File: src/rtl/mem_access_pkg.sv
// Shared definitions for the memory-access stage: funct3 codes, trap causes,
// FSM states and small helpers used by the stage and its load aligner.
package mem_access_pkg;

    localparam logic [2:0] F3_LB  = 3'b000;
    localparam logic [2:0] F3_LH  = 3'b001;
    localparam logic [2:0] F3_LW  = 3'b010;
    localparam logic [2:0] F3_LD  = 3'b011;
    localparam logic [2:0] F3_LBU = 3'b100;
    localparam logic [2:0] F3_LHU = 3'b101;
    localparam logic [2:0] F3_LWU = 3'b110;

    localparam logic [63:0] EXC_LD_MISALIGN = 64'd4;
    localparam logic [63:0] EXC_LD_FAULT    = 64'd5;
    localparam logic [63:0] EXC_ST_MISALIGN = 64'd6;
    localparam logic [63:0] EXC_ST_FAULT    = 64'd7;

    typedef enum logic [1:0] {
        ST_IDLE,
        ST_REQ,
        ST_DONE
    } state_t;

    // Sign-extend the low byte/half/word of val; size 2'b11 returns val unchanged.
    function automatic logic [63:0] sext(input logic [63:0] val, input logic [1:0] size);
        case (size)
            2'b00:   return {{56{val[7]}},  val[7:0]};
            2'b01:   return {{48{val[15]}}, val[15:0]};
            2'b10:   return {{32{val[31]}}, val[31:0]};
            default: return val;
        endcase
    endfunction

    // Natural alignment check; funct3[1:0] alone selects the access size.
    function automatic logic misaligned(input logic [2:0] funct3, input logic [2:0] off);
        case (funct3[1:0])
            2'b01:   return off[0];
            2'b10:   return off[1:0] != 2'b00;
            2'b11:   return off != 3'b000;
            default: return 1'b0;
        endcase
    endfunction

endpackage

File: src/rtl/mem_access_load_align.sv
// Load aligner: selects the addressed lane of a read doubleword and
// sign- or zero-extends it according to funct3.
module load_align
    import mem_access_pkg::*;
(
    input  logic [63:0] rdata,
    input  logic [2:0]  off,
    input  logic [2:0]  funct3,
    output logic [63:0] result
);

    logic [63:0] lane;

    always_comb begin
        lane   = rdata >> {off, 3'b000};
        result = rdata;
        case (funct3)
            F3_LB, F3_LH, F3_LW: result = sext(lane, funct3[1:0]);
            F3_LBU:              result = {56'b0, lane[7:0]};
            F3_LHU:              result = {48'b0, lane[15:0]};
            F3_LWU:              result = {32'b0, lane[31:0]};
            default:             result = rdata;
        endcase
    end

endmodule

File: src/rtl/mem_access.sv
// Memory-access stage: drives a req/ack data-memory transaction, stalls the
// pipeline while it is outstanding, and reports misaligned or timed-out accesses.
module mem_access
    import mem_access_pkg::*;
#(
    parameter int unsigned TIMEOUT = 64
) (
    input  logic        clock,
    input  logic        reset,
    input  logic        load_i,
    input  logic        store_i,
    input  logic [2:0]  funct3_i,
    input  logic [63:0] aluout_i,
    input  logic [63:0] sdata_i,
    input  logic        wen_i,
    input  logic [4:0]  rd_i,
    input  logic        csr_wen_i,
    input  logic [11:0] csr_addr_i,
    input  logic [63:0] csr_wdata_i,
    input  logic        exception_i,
    input  logic [63:0] mcause_i,
    input  logic [63:0] pc_i,
    output logic        dmem_req_o,
    output logic        dmem_we_o,
    output logic [63:0] dmem_addr_o,
    output logic [63:0] dmem_wdata_o,
    output logic [7:0]  dmem_wmask_o,
    input  logic        dmem_ack_i,
    input  logic [63:0] dmem_rdata_i,
    output logic        wen_o,
    output logic [4:0]  rd_o,
    output logic [63:0] wdata_o,
    output logic        csr_wen_o,
    output logic [11:0] csr_addr_o,
    output logic [63:0] csr_wdata_o,
    output logic        exception_o,
    output logic [63:0] mcause_o,
    output logic [63:0] pc_o,
    output logic [63:0] mtval_o,
    output logic        mem_not_ready_o
);

    localparam int unsigned CW = $clog2(TIMEOUT + 1);

    state_t        state;
    logic [CW-1:0] cnt;
    logic [63:0]   rdata_q;
    logic          fault;

    logic          need, misalign, start, mem_fault, mem_exc;
    logic [7:0]    st_mask;
    logic [63:0]   st_data, load_data;

    assign need      = (load_i | store_i) & ~exception_i;
    assign misalign  = (state == ST_IDLE) & need & misaligned(funct3_i, aluout_i[2:0]);
    assign start     = (state == ST_IDLE) & need & ~misaligned(funct3_i, aluout_i[2:0]);
    assign mem_fault = (state == ST_DONE) & fault;
    assign mem_exc   = misalign | mem_fault;

    always_comb begin
        st_mask = 8'hFF;
        st_data = sdata_i;
        case (funct3_i[1:0])
            2'b00: begin st_mask = 8'h01 << aluout_i[2:0]; st_data = {8{sdata_i[7:0]}};  end
            2'b01: begin st_mask = 8'h03 << aluout_i[2:0]; st_data = {4{sdata_i[15:0]}}; end
            2'b10: begin st_mask = 8'h0F << aluout_i[2:0]; st_data = {2{sdata_i[31:0]}}; end
            default: ;
        endcase
    end

    // Bus outputs are registered; reset drops the request immediately.
    always_ff @(posedge clock or negedge reset) begin
        if (!reset) begin
            state        <= ST_IDLE;
            dmem_req_o   <= 1'b0;
            dmem_we_o    <= 1'b0;
            dmem_addr_o  <= '0;
            dmem_wdata_o <= '0;
            dmem_wmask_o <= '0;
            cnt          <= '0;
            rdata_q      <= '0;
            fault        <= 1'b0;
        end else begin
            case (state)
                ST_IDLE: begin
                    fault <= 1'b0;
                    if (start) begin
                        state        <= ST_REQ;
                        dmem_req_o   <= 1'b1;
                        dmem_we_o    <= store_i;
                        dmem_addr_o  <= {aluout_i[63:3], 3'b000};
                        dmem_wdata_o <= store_i ? st_data : '0;
                        dmem_wmask_o <= store_i ? st_mask : '0;
                        cnt          <= '0;
                    end
                end
                ST_REQ: begin
                    if (dmem_ack_i || cnt == CW'(TIMEOUT - 1)) begin
                        state        <= ST_DONE;
                        dmem_req_o   <= 1'b0;
                        dmem_we_o    <= 1'b0;
                        dmem_wdata_o <= '0;
                        dmem_wmask_o <= '0;
                        fault        <= ~dmem_ack_i;
                        if (dmem_ack_i) rdata_q <= dmem_rdata_i;
                    end else begin
                        cnt <= cnt + 1'b1;
                    end
                end
                ST_DONE: state <= ST_IDLE;
                default: state <= ST_IDLE;
            endcase
        end
    end

    load_align u_load_align (
        .rdata  (rdata_q),
        .off    (aluout_i[2:0]),
        .funct3 (funct3_i),
        .result (load_data)
    );

    assign mem_not_ready_o = start | (state == ST_REQ);

    always_comb begin
        mcause_o = mcause_i;
        if (misalign)       mcause_o = load_i ? EXC_LD_MISALIGN : EXC_ST_MISALIGN;
        else if (mem_fault) mcause_o = load_i ? EXC_LD_FAULT : EXC_ST_FAULT;
    end

    assign exception_o = ~mem_not_ready_o & (exception_i | mem_exc);
    assign wen_o       = ~mem_not_ready_o & ~mem_exc & wen_i & (exception_i | ~store_i);
    assign csr_wen_o   = ~mem_not_ready_o & ~mem_exc & csr_wen_i;
    assign wdata_o     = (load_i & ~exception_i) ? load_data : aluout_i;
    assign mtval_o     = mem_exc ? aluout_i : '0;
    assign rd_o        = rd_i;
    assign csr_addr_o  = csr_addr_i;
    assign csr_wdata_o = csr_wdata_i;
    assign pc_o        = pc_i;

endmodule

File: config.mk
export PLATFORM = sky130hd
export DESIGN_NAME = mem_access
export DESIGN_NICKNAME = d
export VERILOG_FILES = /design/src/rtl/mem_access_pkg.sv /design/src/rtl/mem_access_load_align.sv /design/src/rtl/mem_access.sv
export SDC_FILE = /design/constraint.sdc
export NUM_CORES = 1
export LEC_CHECK = 0
export ABC_AREA = 0
export BUFFER_PORTS_ARGS = -buffer_cell sky130_fd_sc_hd__buf_4
export CAP_MARGIN = 40
export CELL_PAD_IN_SITES_DETAIL_PLACEMENT = 1
export CELL_PAD_IN_SITES_GLOBAL_PLACEMENT = 1
export CORE_AREA = 2 2 347 349
export CTS_BUF_LIST = sky130_fd_sc_hd__clkbuf_16
export CTS_CLUSTER_SIZE = 28
export DETAILED_ROUTE_END_ITERATION = 8
export DIE_AREA = 0 0 349 351
export GPL_TIMING_DRIVEN = 0
export PLACE_DENSITY_LB_ADDON = 0.3
export SETUP_SLACK_MARGIN = 0.5
export SKIP_LAST_GASP = 1
export SLEW_MARGIN = 20
export SYNTH_ARGS = -nofsm -noshare
export SYNTH_HDL_FRONTEND = slang
export SYNTH_HIERARCHICAL = 1
export SYNTH_SLANG_ARGS = --single-unit
File: constraint.sdc
create_clock -name clock -period 2.7 [get_ports clock]
set_input_delay 0.405 -clock clock [delete_from_list [all_inputs] [get_ports clock]]
set_output_delay 0.405 -clock clock [all_outputs]
set_load 0.02 [all_outputs]
==> run summary, run 1 <==
H-tree levels: 1
CTS max path bufs: 3
Starting Density: 0.124
Avg Inst Size Synth: 9.89 sq um
Reg2Reg Depth: 10
Tightest Hold Check Type: primary input to flop
Synth Instances: 1487
Worst Tran Pin Value: 0.839 ns
Core Util, Final: 0.243
row count: 127
drt drc: 0
clk root buf: clkbuf_16
delay of the slowest critical-path stage: 0.48 ns
leakage power total: 13.3 nW
met3 Usage GRT: 0.0337
max_cap viols: 0
layout cells sized above 1: 0.668
P per Cell Area: 649 nW/um^2
HPWL reported at the end of detailed placement: 80.1 mm
gr busiest metal: met2
final wirelength: 101 mm
register area share after synthesis: 0.356
Tmin final: 3.12 ns
Async SR Flop Fraction: 1.00
P&R area growth vs syn: 96.9%
Buf/Inv on CP: 2
# setup viols final: 192
ANT nets after route: 0
largest net degree at the start of global routing: 86
first-pass GRT wire length: 135 mm
DR vias: 16258
hold path start: aluout_i[32]
GRT Util Overall: 0.154
CP cell instances: mux2i_1, mux4_2, nand3b_4, buf_6, o211ai_1, mux2_4, buf_4
slowest cell on the critical path: mux4_2
RSZ-0062 raised after global routing: true
die height: 351 um
Crit Path Class: flop to primary output
yosys warns: 6
DRT Pass-1 Iters: 7
Sink Count: 209
r2r setup slk: 0.42 ns
number of synthesized flops with an enable pin: 0
Worst Path Required: 2.30 ns
Final WS setup: -0.425 ns
I/O Buffers: 742
status: finished with violations
vias per cell: 4.03
Worst VDD drop: 0.428 mV
average wire per standard cell: 25.1 um
DP Worst Slack: -1.09 ns
final worst path period share: 1.16
Synth cell types: 61
grt met1 use: 0.184
Slew Limit Fails: 0
IO Pins: 891
reg2reg start: state[0]$_DFFE_PN0P_
FF-to-FF End: dmem_addr_o[58]$_DFFE_PN0P_
Overflow after GRT: 0
CTS tree: done
Die ar.: 122000 sq um
Hold Path End: dmem_addr_o[32]$_DFFE_PN0P_
Max FO, Critical Path: 10
post-synthesis cell area: 14700 sq um
Worst-Skew Late Latency: 0.62 ns
startpoint type of the worst setup path: flop
number of global-route vias before repair: 16665
initial antenna violation count: 13
Final Hold Viols: 0
Worst setup EP type: primary output
FF+latch count, synth: 209
GP Congestion: 0.865
Setup Skew: 0.0406 ns
Crit path max-delay family: multiplexers
f_max: 0.320 GHz
violated checks: negative setup slack
NumNets Final: 2889
met2 usage: 0.281
die width: 349 um
ys flop type: dfrtp_1
Iteration-0 DRC Markers: 770
Critical Path AT: 2.72 ns
relative slew slack: 0.440
core footprint: 119000 sq um
CTS clk-pin slew, worst paths: 0.06 ns
hold path depth: 2
CTS Buf Count: 28
synthesized netlist by cell type (4+ instances only):
cell / number / share of area
buf_4: 155 / 0.079
a311oi_1: 7 / 0.0042
nand2b_1: 14 / 0.0060
o211ai_1: 67 / 0.034
nand3b_1: 9 / 0.0046
o22ai_1: 4 / 0.0017
or2_2: 4 / 0.0017
ha_1: 8 / 0.0068
mux4_2: 16 / 0.025
o221ai_1: 13 / 0.0077
a31oi_1: 8 / 0.0034
nor2_1: 29 / 0.0074
nor3_1: 12 / 0.0041
and2_1: 66 / 0.028
mux2i_1: 38 / 0.026
buf_2: 38 / 0.013
o41ai_1: 16 / 0.0095
o2111ai_1: 8 / 0.0048
a21oi_1: 24 / 0.0082
a22oi_1: 24 / 0.012
buf_6: 9 / 0.0069
inv_1: 35 / 0.0089
o21ai_1: 5 / 0.0017
a21o_1: 8 / 0.0041
o21ai_0: 40 / 0.014
nor4_1: 18 / 0.0077
a221oi_1: 9 / 0.0054
nand4_1: 24 / 0.010
a31o_2: 38 / 0.023
nand3_1: 17 / 0.0058
o31ai_1: 6 / 0.0031
mux2_2: 196 / 0.15
buf_1: 13 / 0.0033
a31o_1: 6 / 0.0036
dfrtp_1: 209 / 0.36
nand2_1: 74 / 0.019
a2111oi_0: 25 / 0.015
clkbuf_1: 76 / 0.019
a22o_1: 8 / 0.0048
nor2b_1: 85 / 0.036
sequential cells by signal (all words and copies together) (netlist names):
signal,cells
dmem_wdata_o,64
dmem_we_o,1
cnt,7
dmem_addr_o,61
fault,1
dmem_req_o,1
state,2
rdata_q,64
dmem_wmask_o,8
routing by layer:
metal | vias up | wire length (um)
met5 | - | 34
met4 | 4 | 2770
met2 | 756 | 51500
met3 | 130 | 6760
li1 | 7275 | -
met1 | 8093 | 40300
worst register-to-register path, delay by kind of cell, from the launching register on:
| kind | cells | cell delay [ns] |
|---|---|---|
| buf+inv | 7 | 1.09 |
| mux | 1 | 0.27 |
| flops | 1 | 0.43 |
| simple gates | 2 | 0.42 |
placed cells by master, fill, tap and decap left out, drive strengths merged, types with 26 or more instances in the layout:
| cell type | n |
|---|---|
| buf | 1068 |
| nor2 | 29 |
| mux2i | 38 |
| dfrtp | 209 |
| nand2 | 74 |
| nor2b | 85 |
| and2 | 66 |
| o211ai | 67 |
| dlygate4sd3 | 86 |
| mux2 | 196 |
| clkbuf | 114 |
| a31o | 44 |
| o21ai | 45 |
| a2111oi | 26 |
| inv | 42 |
cells by family (layout without fill, tap and decap cells):
family	Yosys count	after routing	synth area share
multiplexers	250	250	0.201
AND/OR/NAND/NOR	367	367	0.140
adder cells (fa/ha/maj)	8	8	0.00681
XOR/XNOR	1	1	0.000596
other	1	6	0.000255
flip-flops	209	209	0.356
buffers and inverters	328	1323	0.131
AO/OA/AOI/OAI	323	323	0.165
area by class of cell:
type / count / area [sq um]
multi-input cells: 952 / 9450
repair buffers: 950 / 8790
clock buffers: 28 / 701
inverters: 37 / 145
plain buffers: 291 / 2520
clock inverters: 17 / 144
fillers: 13511 / 90100
flip-flops and latches: 209 / 5260
diodes: 3 / 7.51
well taps: 1548 / 1940
where the power goes:
group	total, mW	switching (mW)	internal (mW)	leakage [nW]
combinational	9.39	4.73	4.66	10.3
clock	3.69	1.64	2.05	0.426
sequential	5.69	1.45	4.24	2.58
total	18.8	7.82	11.0	13.3
per-stage QoR:
| stage | area (sq um) | cells | hold slack (ns) | setup TNS, ns | total power [mW] |
|---|---|---|---|---|---|
| 2_1_floorplan | 15600 | 1489 | 0.109 | 0 | 9.31 |
| 3_3_place_gp | 23100 | 3779 | 0.481 | -373.65 | 13.4 |
| 3_5_place_dp | 23200 | 3783 | 0.377 | -187.81 | 13.5 |
| 4_1_cts | 27600 | 3993 | 0.000629 | -45.18 | 18.5 |
| 5_1_grt | 28900 | 4033 | 0.0187 | -60.30 | 19.7 |
| 6_report | 28900 | 4035 | 0.0535 | -40.10 | 18.8 |
timing repair:
item / 4_1_cts / 5_1_grt
hold endpoints to repair: 135 / 0
buffers inserted: 65 / 29
gates resized for setup: 459 / 229
setup endpoints to repair: 336 / 300
hold buffers: 86 / 0
pin swaps: 82 / 80
gates cloned: 14 / 8
how the worst max path moves through the flow:
| stage | from | slack [ns] | depth (start not counted) | endpoint |
|---|---|---|---|---|
| 3_3_place_gp | funct3_i[1] | -1.07 | 8 | wdata_o[7] |
| 6_report | rdata_q[39]$_DFFE_PN0P_ | -0.42 | 7 | wdata_o[21] |
| 2_1_floorplan | funct3_i[0] | 0.39 | 8 | exception_o |
| 5_1_grt | rdata_q[39]$_DFFE_PN0P_ | -0.55 | 9 | wdata_o[26] |
| 3_5_place_dp | funct3_i[1] | -1.09 | 8 | wdata_o[7] |
| 4_1_cts | rdata_q[47]$_DFFE_PN0P_ | -0.49 | 8 | wdata_o[12] |
Note: power is estimated with default switching activity, not from simulation.
==> run 2, diff against run 1 <==
--- a/config.mk
+++ b/config.mk
@@ -17,7 +17,7 @@
 export DIE_AREA = 0 0 349 351
 export GPL_TIMING_DRIVEN = 0
 export PLACE_DENSITY_LB_ADDON = 0.3
-export SETUP_SLACK_MARGIN = 0.5
+export SETUP_SLACK_MARGIN = 0.1
 export SKIP_LAST_GASP = 1
 export SLEW_MARGIN = 20
 export SYNTH_ARGS = -nofsm -noshare
==> run 2 against run 1 <==
Compared with the run above: via count fell by 1.4%; the flow still finishes with violations (negative setup slack); count of clock-buffer cells in the layout grew 3; combinational power down 5.1%; utilization down 1.4 points; critical endpoint is now wdata_o[30]; setup slack worse by 0.095 ns; non-clock buffer count is 55 lower; sequential share of layout area up 1.2 points; final area fell by 5.9%; critical path type unchanged.
==> run summary, run 2 (synthesized netlist as in run 1, its figures left out) <==
hold path start: dmem_rdata_i[17]
die width: 349 um
Worst-Skew Late Latency: 0.60 ns
net switching power: 7.58 mW
first-pass GRT wire length: 138 mm
final wirelength: 104 mm
Critical Path AT: 2.82 ns
DP Worst Slack: -1.23 ns
number of global-route vias before repair: 16562
HPWL reported at the end of detailed placement: 85.1 mm
relative slew slack: 0.465
slowest cell on the critical path: mux4_2
CTS Buf Count: 30
Crit Path Class: flop to primary output
CTS clk-pin slew, worst paths: 0.06 ns
Buf/Inv on CP: 3
Seq pwr share: 0.298
violated checks: negative setup slack
Slew Limit Fails: 0
placed inst area: 22400 sq um
Reg2Reg Depth: 6
clock network power share: 0.225
initial antenna violation count: 25
P&R area growth vs syn: 85.3%
Worst Tran Pin Value: 0.802 ns
final worst path period share: 1.19
Setup Skew: 0.0164 ns
status: finished with violations
r2r setup slk: 0.21 ns
Sink Count: 209
FF-to-FF End: dmem_wmask_o[0]$_DFFE_PN0P_
max_cap viols: 0
average wire per standard cell: 26.0 um
Crit path max-delay family: multiplexers
Tightest Hold Check Type: primary input to flop
leakage power total: 12.6 nW
RSZ-0062 raised after global routing: true
Overflow after GRT: 0
Largest regs: dmem_wdata_o x64, rdata_q x64, dmem_addr_o x61
Starting Density: 0.124
Worst setup EP type: primary output
CTS max path bufs: 3
Hold Path End: rdata_q[17]$_DFFE_PN0P_
layout cells sized above 1: 0.642
most frequent cells in the layout: buf_4 (793), dfrtp_1 (182), buf_6 (176)
vias per cell: 4.01
NumNets Final: 2836
DRT Pass-1 Iters: 5
row count: 127
Final Hold Viols: 0
Max FO, Critical Path: 8
P per Cell Area: 685 nW/um^2
reg2reg start: state[1]$_DFFE_PN0P_
delay of the slowest critical-path stage: 0.51 ns
hold path depth: 2
Worst Path Required: 2.30 ns
DR vias: 16028
I/O Buffers: 742
most common cell after layout, fill and taps aside: buf_4
startpoint type of the worst setup path: flop
ANT nets after route: 0
combinational power share: 0.478
GP Congestion: 0.849
die height: 351 um
largest net degree at the start of global routing: 75
Die ar.: 122000 sq um
drt drc: 0
IO Pins: 891
CP cell instances: mux2i_1, mux4_2, nand3b_4, buf_12, buf_8, o211ai_1, mux2_4, buf_6
core footprint: 119000 sq um
# setup viols final: 161
net switching fraction of the power: 0.406
f_max: 0.311 GHz
cell area after layout: 27200 sq um
H-tree levels: 1
clk root buf: clkbuf_16
GRT Util Overall: 0.160
Final WS setup: -0.520 ns
Tmin final: 3.22 ns
Iteration-0 DRC Markers: 648
CTS tree: done
Worst VDD drop: 0.445 mV
Pint: 11.1 mW
## run 2: power groups by stage
stage               sequential, mW  clock, mW  combinational, mW
finish                        5.56       4.19               8.91
detailed placement            5.63          0               7.69
floorplan                     5.61          0               3.49
global route                  5.70       4.47               9.45
CTS                           5.59       4.38               8.76
global placement              5.59          0               7.64
## run 2: final cells by class
| cell class | instances | area (sq um) |
|---|---|---|
| Buffer | 287 | 2230 |
| Tap cell | 1548 | 1940 |
| Fill cell | 13745 | 91800 |
| Sequential cell | 209 | 5260 |
| Multi-Input combinational cell | 952 | 8700 |
| Inverter | 37 | 143 |
| Timing Repair Buffer | 899 | 7930 |
| Clock inverter | 23 | 244 |
| Clock buffer | 31 | 776 |
| Antenna cell | 7 | 17.5 |
## run 2: through the flow
step,utilization,setup TNS (ns),std cells,hold WS [ns],total power [mW]
global route,0.229,-42.68,3990,0.0167,19.6
detailed placement,0.188,-238.29,3787,0.443,13.3
finish,0.229,-30.03,3993,0.0506,18.7
floorplan,-,0,1489,0.109,9.10
global placement,0.187,-423.59,3779,0.471,13.2
CTS,0.221,-35.22,3960,0.000420,18.7
## run 2: what timing repair did
action | CTS | global route
endpoints found under the hold margin | 123 | 0
hold buffers | 58 | 0
endpoints found under the setup margin | 273 | 247
pin swaps | 69 | 45
gates resized for setup | 462 | 202
gates cloned | 13 | 1
setup buffers | 48 | 33
## run 2: metal layers
layer,part of all wire,global-route usage
met1,0.38,0.182
met2,0.54,0.308
met3,0.059,0.0292
met4,0.023,0.0322
met5,0.00026,0
## run 2: worst max-delay path by stage
| stage | from | to | slack (ns) | cells past startpoint |
|---|---|---|---|---|
| 2_1_floorplan | funct3_i[0] | exception_o | 0.18 | 8 |
| 3_3_place_gp | funct3_i[0] | mtval_o[28] | -1.66 | 10 |
| 3_5_place_dp | funct3_i[1] | wdata_o[7] | -1.23 | 8 |
| 4_1_cts | rdata_q[47]$_DFFE_PN0P_ | wdata_o[31] | -0.57 | 7 |
| 5_1_grt | rdata_q[47]$_DFFE_PN0P_ | wdata_o[31] | -0.58 | 7 |
| 6_report | rdata_q[15]$_DFFE_PN0P_ | wdata_o[30] | -0.52 | 8 |
==> run 3, diff against run 2 <==
--- a/config.mk
+++ b/config.mk
@@ -16,6 +16,7 @@
 export DETAILED_ROUTE_END_ITERATION = 8
 export DIE_AREA = 0 0 349 351
 export GPL_TIMING_DRIVEN = 0
+export MAX_ROUTING_LAYER = met4
 export PLACE_DENSITY_LB_ADDON = 0.3
 export SETUP_SLACK_MARGIN = 0.1
 export SKIP_LAST_GASP = 1
==> run 3 against run 2 <==
Compared with the run above: the run still ends with negative setup slack left; highest routed layer is now met4; largest power group unchanged; count of clock-buffer cells in the layout stayed put; hold slack got worse by 0.0012 ns; global-route usage grew 0.49 points; sequential share of layout area shrank 0.079 points; setup slack improved by 0.017 ns.
==> run summary, run 3 (synthesized netlist as in run 1, its figures left out) <==
status: finished with violations
violated checks: negative setup slack
Critical Path AT: 2.80 ns
IO Pins: 891
core footprint: 119000 sq um
Slew Limit Fails: 0
Iteration-0 DRC Markers: 621
Worst VDD drop: 0.449 mV
FILL cells: 13732
slowest cell on the critical path: mux4_2
P per Cell Area: 685 nW/um^2
DR vias: 16042
Max FO, Critical Path: 8
reg2reg start: state[1]$_DFFE_PN0P_
Multi-input gate area: 8740 sq um
CP cell instances: mux2i_1, mux4_2, nand3b_4, buf_12, buf_8, o211ai_1, mux2_4, buf_6
Sink Count: 209
H-tree levels: 1
Setup Skew: 0.0188 ns
Die ar.: 122000 sq um
r2r setup slk: 0.19 ns
# setup viols final: 162
I/O Buffers: 742
NumNets Final: 2840
initial antenna violation count: 26
average wire per standard cell: 26.0 um
delay of the slowest critical-path stage: 0.52 ns
row count: 127
Crit Path Class: flop to primary output
clk root buf: clkbuf_16
vias per cell: 4.01
largest net degree at the start of global routing: 75
Layout Cells excl Fill: 3999
HPWL reported at the end of detailed placement: 85.1 mm
FF-to-FF End: dmem_wmask_o[0]$_DFFE_PN0P_
leakage power total: 12.6 nW
Largest regs: dmem_wdata_o x64, rdata_q x64, dmem_addr_o x61
most frequent cells in the layout: buf_4 (786), buf_6 (184), dfrtp_1 (182)
Worst-Skew Late Latency: 0.60 ns
GP Congestion: 0.863
Final WS setup: -0.503 ns
final wirelength: 104 mm
drt drc: 0
CTS Buf Count: 30
Tmin final: 3.20 ns
Worst Setup EP: wdata_o[30]
die width: 349 um
most common cell after layout, fill and taps aside: buf_4
CTS max path bufs: 3
final worst path period share: 1.19
max_cap viols: 0
Overflow after GRT: 0
crit path from: rdata_q[23]$_DFFE_PN0P_
CTS tree: done
Starting Density: 0.124
register area: 5260 sq um
DRT Pass-1 Iters: 4
number of global-route vias before repair: 16598
CTS clk-pin slew, worst paths: 0.06 ns
cell area after layout: 27300 sq um
Tightest Hold Check Type: primary input to flop
relative slew slack: 0.448
Worst Path Required: 2.30 ns
GRT Util Overall: 0.165
placed inst area: 22400 sq um
die height: 351 um
Final Hold Viols: 0
Hold WS: 0.0494 ns
Worst setup EP type: primary output
total chip power: 18.7 mW
layout cells sized above 1: 0.643
first-pass GRT wire length: 138 mm
startpoint type of the worst setup path: flop
setup TNS: -30.24 ns
P&R area growth vs syn: 86.0%
DP Cell Count: 3787
ANT nets after route: 0
Worst Tran Pin Value: 0.828 ns
RSZ-0062 raised after global routing: true
f_max: 0.312 GHz
Reg2Reg Depth: 6
## run 3: worst min path at each step
stage          depth (start not counted)                            to                   start  slack (ns)
5_1_grt                                2       rdata_q[13]$_DFFE_PN0P_        dmem_rdata_i[13]        0.02
4_1_cts                                2       rdata_q[13]$_DFFE_PN0P_        dmem_rdata_i[13]      0.0004
2_1_floorplan                          0            cnt[0]$_DFFE_PN0P_                   reset        0.11
6_report                               2        rdata_q[0]$_DFFE_PN0P_         dmem_rdata_i[0]        0.05
3_3_place_gp                           2        dmem_req_o$_DFFE_PN0P_  dmem_req_o$_DFFE_PN0P_        0.47
3_5_place_dp                           1  dmem_wdata_o[25]$_DFFE_PN0P_                   reset        0.44
## run 3: per-stage QoR
| step | util | setup slack (ns) |
|---|---|---|
| after global placement | 0.187 | -1.66 |
| after global routing | 0.230 | -0.590 |
| after CTS | 0.221 | -0.566 |
| after floorplan | - | 0.176 |
| after detailed placement | 0.188 | -1.23 |
| final | 0.230 | -0.503 |
## run 3: cell type report
class / instances / area share
multi-input cells: 952 / 0.320
inverters: 37 / 0.00522
diodes: 9 / 0.000824
repair buffers: 903 / 0.293
flip-flops and latches: 209 / 0.192
clock buffers: 31 / 0.0284
well taps: 1548 / 0.0708
clock inverters: 23 / 0.00892
plain buffers: 287 / 0.0809
## run 3: timing repair
item | 4_1_cts | 5_1_grt
gates resized for setup | 462 | 216
pin swaps | 69 | 35
setup endpoints to repair | 273 | 250
hold buffers | 58 | 0
setup buffers | 48 | 38
cloned | 13 | 1
hold endpoints to repair | 123 | 0
## run 3: where the power goes
group | internal, mW | leakage (nW) | total [mW] | switching (mW)
Clock | 2.54 | 0.515 | 4.20 | 1.66
Sequential | 4.25 | 2.58 | 5.56 | 1.31
Combinational | 4.33 | 9.50 | 8.99 | 4.65
Total | 11.1 | 12.6 | 18.7 | 7.62
## run 3: layer usage
| metal | global-route usage | share of wire |
|---|---|---|
| met5 | - | 0 |
| met4 | 0.0319 | 0.024 |
| met3 | 0.0279 | 0.058 |
| met2 | 0.308 | 0.53 |
| met1 | 0.184 | 0.38 |
## run 3: critical path, delay by kind of cell, from the launching register on
| kind | cells | cell delay [ns] |
|---|---|---|
| mux | 3 | 0.86 |
| flops | 1 | 0.45 |
| compound gates | 1 | 0.24 |
| buf+inv | 3 | 0.42 |
| simple gates | 1 | 0.21 |
